$ cat src/rtl/game_sequencer_pkg.sv
// rtl/game_sequencer_pkg.sv - shared state encoding, widths and geometry defaults for game_sequencer.
package game_sequencer_pkg;

    typedef enum logic [2:0] {
        ST_IDLE      = 3'd0,
        ST_SERVE     = 3'd1,
        ST_PLAY      = 3'd2,
        ST_LOST      = 3'd3,
        ST_GAME_OVER = 3'd4,
        ST_PAUSE     = 3'd5
    } state_t;

    localparam int TIMER_W = 8;
    localparam int LIVES_W = 3;
    localparam logic [9:0] LOST_Y_PIXEL_DEFAULT = 10'd470;

    // Game logic needs 3 cycles after each START_UPDATE before it can take another.
    localparam logic [1:0] UPDATE_GAP = 2'd3;

endpackage

$ cat src/rtl/game_sequencer_frame_timer.sv
// rtl/game_sequencer_frame_timer.sv - saturating FRAME_END counter with clear, freeze and terminal compare.
module game_sequencer_frame_timer
    import game_sequencer_pkg::*;
(
    input  logic               i_clk,
    input  logic               i_rst,
    input  logic               i_clear,
    input  logic               i_freeze,
    input  logic               i_inc,
    input  logic [TIMER_W-1:0] i_limit,
    output logic               o_done,
    output logic               o_last
);

    localparam logic [TIMER_W-1:0] TIMER_ONE = TIMER_W'(1);

    logic [TIMER_W-1:0] r_count;
    logic [TIMER_W:0]   w_count_plus;

    assign w_count_plus = {1'b0, r_count} + {{TIMER_W{1'b0}}, 1'b1};
    assign o_done       = (r_count == i_limit);
    // o_last: the next increment reaches the limit
    assign o_last       = (w_count_plus == {1'b0, i_limit});

    always_ff @(posedge i_clk or posedge i_rst) begin
        if (i_rst) begin
            r_count <= '0;
        end else if (i_clear) begin
            r_count <= '0;
        end else if (i_inc && !i_freeze && !o_done && (r_count != '1)) begin
            r_count <= r_count + TIMER_ONE;
        end
    end

endmodule

$ cat src/rtl/game_sequencer.sv
// rtl/game_sequencer.sv - per-frame scheduler for serve/play/lost/game-over flow of the game logic.
// Optional pause state enabled by defining PAUSE_EN.
module game_sequencer
    import game_sequencer_pkg::*;
#(
    parameter int unsigned LIVES_INIT         = 3,
    parameter int unsigned SERVE_DELAY_FRAMES = 30,
    parameter int unsigned LOST_DELAY_FRAMES  = 60,
    parameter int unsigned GAMEOVER_FRAMES    = 180,
    parameter logic [9:0]  LOST_Y_PIXEL       = LOST_Y_PIXEL_DEFAULT
) (
    input  logic               i_clk,
    input  logic               i_reset,
    input  logic               i_frame_end,
    input  logic               i_btn_start,
    input  logic               i_btn_pause,
    input  logic [9:0]         i_ball_y_pixel,
    output logic               o_start_update,
    output logic               o_release_ok,
    output logic               o_ball_reset,
    output logic [LIVES_W-1:0] o_lives,
    output logic               o_game_over,
    output logic               o_paused
);

    localparam logic [LIVES_W-1:0] LIVES_RST  = LIVES_W'(LIVES_INIT);
    localparam logic [LIVES_W-1:0] LIVES_ONE  = LIVES_W'(1);
    localparam logic [TIMER_W-1:0] SERVE_LIM  = TIMER_W'(SERVE_DELAY_FRAMES);
    localparam logic [TIMER_W-1:0] LOST_LIM   = TIMER_W'(LOST_DELAY_FRAMES);
    localparam logic [TIMER_W-1:0] GOVER_LIM  = TIMER_W'(GAMEOVER_FRAMES);

    state_t             r_state;
    state_t             w_state_next;
    state_t             w_resume_state;
    logic               r_start_update;
    logic               w_start_update_next;
    logic               r_ball_reset;
    logic               w_ball_reset_next;
    logic [LIVES_W-1:0] r_lives;
    logic [LIVES_W-1:0] w_lives_next;
    logic               r_btn_start_q;
    logic [1:0]         r_busy;
    logic               w_frame;
    logic               w_start_rise;
    logic               w_pause_rise;
    logic               w_release_ok;
    logic               w_timer_clear;
    logic               w_timer_inc;
    logic               w_timer_freeze;
    logic [TIMER_W-1:0] w_timer_limit;
    logic               w_timer_done;
    logic               w_timer_last;

    // A frame strobe arriving while the game logic is still busy is dropped entirely.
    assign w_frame        = i_frame_end && (r_busy == 2'd0);
    assign w_start_rise   = i_btn_start && !r_btn_start_q;
    assign w_release_ok   = (r_state == ST_SERVE) && i_btn_start && w_timer_done;
    assign w_timer_freeze = (r_state == ST_PAUSE);

    game_sequencer_frame_timer u_frame_timer (
        .i_clk    (i_clk),
        .i_rst    (i_reset),
        .i_clear  (w_timer_clear),
        .i_freeze (w_timer_freeze),
        .i_inc    (w_timer_inc),
        .i_limit  (w_timer_limit),
        .o_done   (w_timer_done),
        .o_last   (w_timer_last)
    );

    always_comb begin
        w_timer_limit = SERVE_LIM;
        case (r_state)
            ST_LOST:      w_timer_limit = LOST_LIM;
            ST_GAME_OVER: w_timer_limit = GOVER_LIM;
            default:      w_timer_limit = SERVE_LIM;
        endcase
    end

    always_comb begin
        w_state_next        = r_state;
        w_start_update_next = 1'b0;
        w_ball_reset_next   = 1'b0;
        w_lives_next        = r_lives;
        w_timer_clear       = 1'b0;
        w_timer_inc         = 1'b0;
        case (r_state)
            ST_IDLE: begin
                w_lives_next = LIVES_RST;
                if (w_start_rise) begin
                    w_state_next      = ST_SERVE;
                    w_ball_reset_next = 1'b1;
                    w_timer_clear     = 1'b1;
                end
            end
            ST_SERVE: begin
                if (w_pause_rise) begin
                    w_state_next = ST_PAUSE;
                end else if (w_frame) begin
                    w_start_update_next = 1'b1;
                    w_timer_inc         = 1'b1;
                    if (w_release_ok) begin
                        w_state_next = ST_PLAY;
                    end
                end
            end
            ST_PLAY: begin
                if (w_pause_rise) begin
                    w_state_next = ST_PAUSE;
                end else if (w_frame) begin
                    if (i_ball_y_pixel >= LOST_Y_PIXEL) begin
                        if (r_lives != '0) begin
                            w_lives_next = r_lives - LIVES_ONE;
                        end
                        w_timer_clear = 1'b1;
                        w_state_next  = ST_LOST;
                    end else begin
                        w_start_update_next = 1'b1;
                    end
                end
            end
            ST_LOST: begin
                if (w_frame) begin
                    if (w_timer_last) begin
                        w_timer_clear = 1'b1;
                        if (r_lives == '0) begin
                            w_state_next = ST_GAME_OVER;
                        end else begin
                            w_ball_reset_next = 1'b1;
                            w_state_next      = ST_SERVE;
                        end
                    end else begin
                        w_timer_inc = 1'b1;
                    end
                end
            end
            ST_GAME_OVER: begin
                if (w_frame) begin
                    if (w_timer_last) begin
                        w_timer_clear = 1'b1;
                        w_lives_next  = LIVES_RST;
                        w_state_next  = ST_IDLE;
                    end else begin
                        w_timer_inc = 1'b1;
                    end
                end
            end
            ST_PAUSE: begin
                if (w_pause_rise) begin
                    w_state_next = w_resume_state;
                end
            end
            default: begin
                w_state_next = ST_IDLE;
            end
        endcase
    end

    always_ff @(posedge i_clk or posedge i_reset) begin
        if (i_reset) begin
            r_state        <= ST_IDLE;
            r_start_update <= 1'b0;
            r_ball_reset   <= 1'b0;
            r_lives        <= LIVES_RST;
            r_btn_start_q  <= 1'b0;
            r_busy         <= 2'd0;
        end else begin
            r_state        <= w_state_next;
            r_start_update <= w_start_update_next;
            r_ball_reset   <= w_ball_reset_next;
            r_lives        <= w_lives_next;
            r_btn_start_q  <= i_btn_start;
            if (w_start_update_next) begin
                r_busy <= UPDATE_GAP;
            end else if (r_busy != 2'd0) begin
                r_busy <= r_busy - 2'd1;
            end
        end
    end

`ifdef PAUSE_EN
    logic   r_btn_pause_q;
    state_t r_resume_state;

    always_ff @(posedge i_clk or posedge i_reset) begin
        if (i_reset) begin
            r_btn_pause_q  <= 1'b0;
            r_resume_state <= ST_PLAY;
        end else begin
            r_btn_pause_q <= i_btn_pause;
            if ((w_state_next == ST_PAUSE) && (r_state != ST_PAUSE)) begin
                r_resume_state <= r_state;
            end
        end
    end

    assign w_pause_rise   = i_btn_pause && !r_btn_pause_q;
    assign w_resume_state = r_resume_state;
    assign o_paused       = (r_state == ST_PAUSE);
`else
    logic w_unused_btn_pause;

    assign w_unused_btn_pause = i_btn_pause;
    assign w_pause_rise       = 1'b0;
    assign w_resume_state     = ST_IDLE;
    assign o_paused           = 1'b0;
`endif

    assign o_start_update = r_start_update;
    assign o_release_ok   = w_release_ok;
    assign o_ball_reset   = r_ball_reset;
    assign o_lives        = r_lives;
    assign o_game_over    = (r_state == ST_GAME_OVER);

endmodule

$ cat config.mk
export PLATFORM = sky130hd
export DESIGN_NAME = game_sequencer
export DESIGN_NICKNAME = d
export VERILOG_FILES = /design/src/rtl/game_sequencer_pkg.sv /design/src/rtl/game_sequencer_frame_timer.sv /design/src/rtl/game_sequencer.sv
export SDC_FILE = /design/constraint.sdc
export NUM_CORES = 1
export LEC_CHECK = 0
export ABC_AREA = 1
export CAP_MARGIN = 25
export CORE_UTILIZATION = 30
export DETAILED_ROUTE_END_ITERATION = 7
export PLACE_DENSITY_LB_ADDON = 0.05
export SYNTH_ARGS = -nofsm -noshare
export SYNTH_HDL_FRONTEND = slang
export SYNTH_SLANG_ARGS = --single-unit
export TNS_END_PERCENT = 10
$ cat constraint.sdc
create_clock -name i_clk -period 4.8 [get_ports i_clk]
set_clock_uncertainty 0.2 [all_clocks]
set_input_delay 0.48 -clock i_clk [delete_from_list [all_inputs] [get_ports i_clk]]
set_output_delay 0.48 -clock i_clk [all_outputs]
set_load 0.01 [all_outputs]
==> flow_summary_export.csv <==
group,metric,value,unit
run_status,run_status,"finished, final reports clean",
place,place.gp.congestion,0.790,
clocking,cts_hold_repair.buffers,0,
drt,routed_wirelength_normalized_by_instance_count,11.8,um
timing,timing.final.hold_violations,0,
logic_synthesis,ys_warn_count,0,
logic_synthesis,netlist_area,1380,um^2
clocking,clock_tree.htree_level_count,1,
drt,detailroute.via_count,1301,
logic_synthesis,average_size_of_a_mapped_cell,6.81,um^2
logic_synthesis,syn_nets,221,
critical_path,reg2regPathDepth,12,
floorplan,die_x,69.7,um
timing,setup_total_negative_slack,0,ps
clocking,clk-insertion-delay-late,260,ps
layout,final_layout_size_suffix_gt1_frac,0.0807,
place,detailed_place_hpwl,2.56,mm
clocking,cts_tree,"built",
logic_synthesis,async_flop_share,1.00,
logic_synthesis,synth_top_area_cells,"dfrtp_1, nand2_1, nand3_1, inv_1, nor2_1",
critical_path,arrival,2170,ps
logic_synthesis,synth_cells,202,
drt,pre_antenna_drt_iters,4,
global_routing,grt_antenna_before_repair,0,
global_routing,grt_pass1_wl,5.78,mm
power_and_ir_drop,total_leakage_power,0.823,nW
critical_path,cp_max_fo,6,
place,place_ws,2230,ps
layout,net_count_final,243,
layout,diodes,0,
drt,antenna_left,0,
timing,timing.final.max_slew_violations,0,
drt,drt_drc_violations_left,0,
logic_synthesis,ys_seq_area_frac,0.347,
floorplan,fp.dieH,69.7,um
drt,via_to_cell_ratio,4.73,
critical_path,worstSetupEndpointType,"primary output",
critical_path,regToRegEndpoint,"u_frame_timer.r_count[0]",
timing,max_clock_freq,0.350,GHz
timing,post-route-min-period,2850,ps
timing,timing_worst_slew_pin_value,783,ps
logic_synthesis,synth_largest_area_cell,"dfrtp_1",
logic_synthesis,edff_count_synth,0,
power_and_ir_drop,cellPowerDensity,408,nW/um^2
worst_hold_path,hold_class,"flip-flop to flip-flop",
clocking,post_cts_resize_count,0,
critical_path,cp-startpoint,"r_state[1]",
global_routing,grt_start_max_net_pins,20,
timing,finalWorstSetupSlack,1950,ps
timing,final-setup-viol-count,0,
run,drv.max_cap_violation_count,0,
timing,finalCritPeriodShare,0.595,
layout,area_delta_synth_final,20.9,%
drt,first_iteration_detailed_routing_drc_count,67,
floorplan,initial_core_util,0.314,
global_routing,vias_in_the_first_global_route,1238,
logic_synthesis,synth.cells.most_frequent,"nand2_1, inv_1, nand3_1",
logic_synthesis,yosysMostFrequentCell,"nand2_1",
drt,postRouteWirelength,3.25,mm
layout,fillCellCount,459,
clocking,ctsLongestPathBuffers,2,
timing,rsz0062_at_grt,"false",
floorplan,core_outline_area,4380,um^2
critical_path,cp-endpoint,"o_release_ok",
clocking,cts_made_buffers,3,
timing,worst_slew_margin_rel,0.478,
floorplan,design.portCount,23,
logic_synthesis,yosys_reg_bits,19,
logic_synthesis,synth_cell_types,32,
logic_synthesis,synth.top_cell.area_share,0.309,
floorplan,floorplan.rows,24,
critical_path,rrSetupSlack,2450,ps
clocking,clock_sinks,19,
place,place.port_buffers,19,
floorplan,design.die.area,4860,um^2
critical_path,crit_required,4120,ps
clocking,clockRootBuffer,"clkbuf_8",
critical_path,rr_startpoint,"u_frame_timer.r_count[1]",
clocking,postCtsSetupBuffers,0,
global_routing,global_route.usage.total,0.148,
clocking,cts.clk_slew.worst_paths,80,ps
power_and_ir_drop,vdd_ir_max,0.157,mV
logic_synthesis,ys.flop_type,"dfrtp_1",
global_routing,grt_overflow_total,0,
critical_path,setup.worst_path.class,"flip-flop to primary output",
critical_path,timing.critical_path.from_type,"flip-flop",
layer usage:
layer | track usage | vias to the layer above | routed length, um
met3 | 0.0363 | 2 | 92
met5 | 0 | - | 0
met1 | 0.196 | 591 | 1600
met4 | 0.0267 | 0 | 20
met2 | 0.247 | 18 | 1540
li1 | - | 690 | -
report_power, final:
group / switching (mW) / internal (mW)
Combinational: 0.192 / 0.126
Clock: 0.0556 / 0.0591
Sequential: 0.0417 / 0.205
Total: 0.289 / 0.390
through the flow:
step,hold slack (ps),utilization,power [mW],instance area [um^2],cells
2_1_floorplan,230,-,0.478,1380,202
3_3_place_gp,293,0.369,0.564,1620,271
3_5_place_dp,300,0.369,0.570,1620,271
4_1_cts,312,0.380,0.690,1660,275
5_1_grt,323,0.380,0.748,1660,275
6_report,308,0.380,0.679,1660,275
registers in the layout, summed over array words and instances, names as in the netlist:
| name | cells |
|---|---|
| r_btn_start_q | 1 |
| r_busy | 2 |
| o_start_update | 1 |
| o_lives | 3 |
| o_ball_reset | 1 |
| r_state | 3 |
| u_frame_timer.r_count | 8 |
layout make-up:
| cell class | count | area [um^2] | area share |
|---|---|---|---|
| Multi-Input combinational cell | 152 | 774 | 0.465 |
| Tap cell | 52 | 65.1 | 0.0391 |
| Sequential cell | 19 | 478 | 0.287 |
| Inverter | 29 | 111 | 0.0669 |
| Clock buffer | 4 | 45.0 | 0.0271 |
| Timing Repair Buffer | 19 | 190 | 0.114 |
logic make-up (layout without fill, tap and decap cells):
family          Yosys count  in the layout  share of synthesized area
flops                    19             19                      0.347
other cells               1              1                    0.00272
simple gates            119            119                      0.388
xor+xnor                  3              3                     0.0191
compound gates           25             25                      0.116
buf+inv                  31             52                     0.0900
fa+ha+maj                 4              4                     0.0364
how the worst min path moves through the flow:
| stage | start | endpoint | slack, ps | depth (start not counted) |
|---|---|---|---|---|
| floorplan | i_reset | o_ball_reset | 230 | 1 |
| global placement | r_busy[1] | r_busy[1] | 290 | 2 |
| detailed placement | o_lives[0] | o_lives[0] | 300 | 2 |
| CTS | o_lives[0] | o_lives[0] | 310 | 2 |
| global route | o_lives[0] | o_lives[0] | 320 | 2 |
| finish | o_lives[0] | o_lives[0] | 310 | 2 |
critical path, cell delays in order (launching register included):
cell and delay [ps]:
dfrtp_1 450, nor2_2 190, nand2_2 110, inv_2 110
nand3_1 70, a21oi_1 200, nand3_1 130, nor2_1 100
clkdlybuf4s50_1 540
cell usage in the layout, fill, tap and decap left out, types with 2 or more instances in the layout:
| cell type | instances |
|---|---|
| a21oi_1 | 6 |
| clkbuf_8 | 3 |
| clkdlybuf4s50_1 | 19 |
| dfrtp_1 | 17 |
| dfstp_2 | 2 |
| ha_1 | 4 |
| inv_1 | 26 |
| inv_2 | 2 |
| nand2_1 | 64 |
| nand2_2 | 2 |
| nand3_1 | 22 |
| nand4_1 | 4 |
| nor2_1 | 20 |
| o21ai_0 | 8 |
| o21ai_1 | 5 |
| xor2_1 | 2 |
Note: power is estimated with default switching activity, not from simulation.
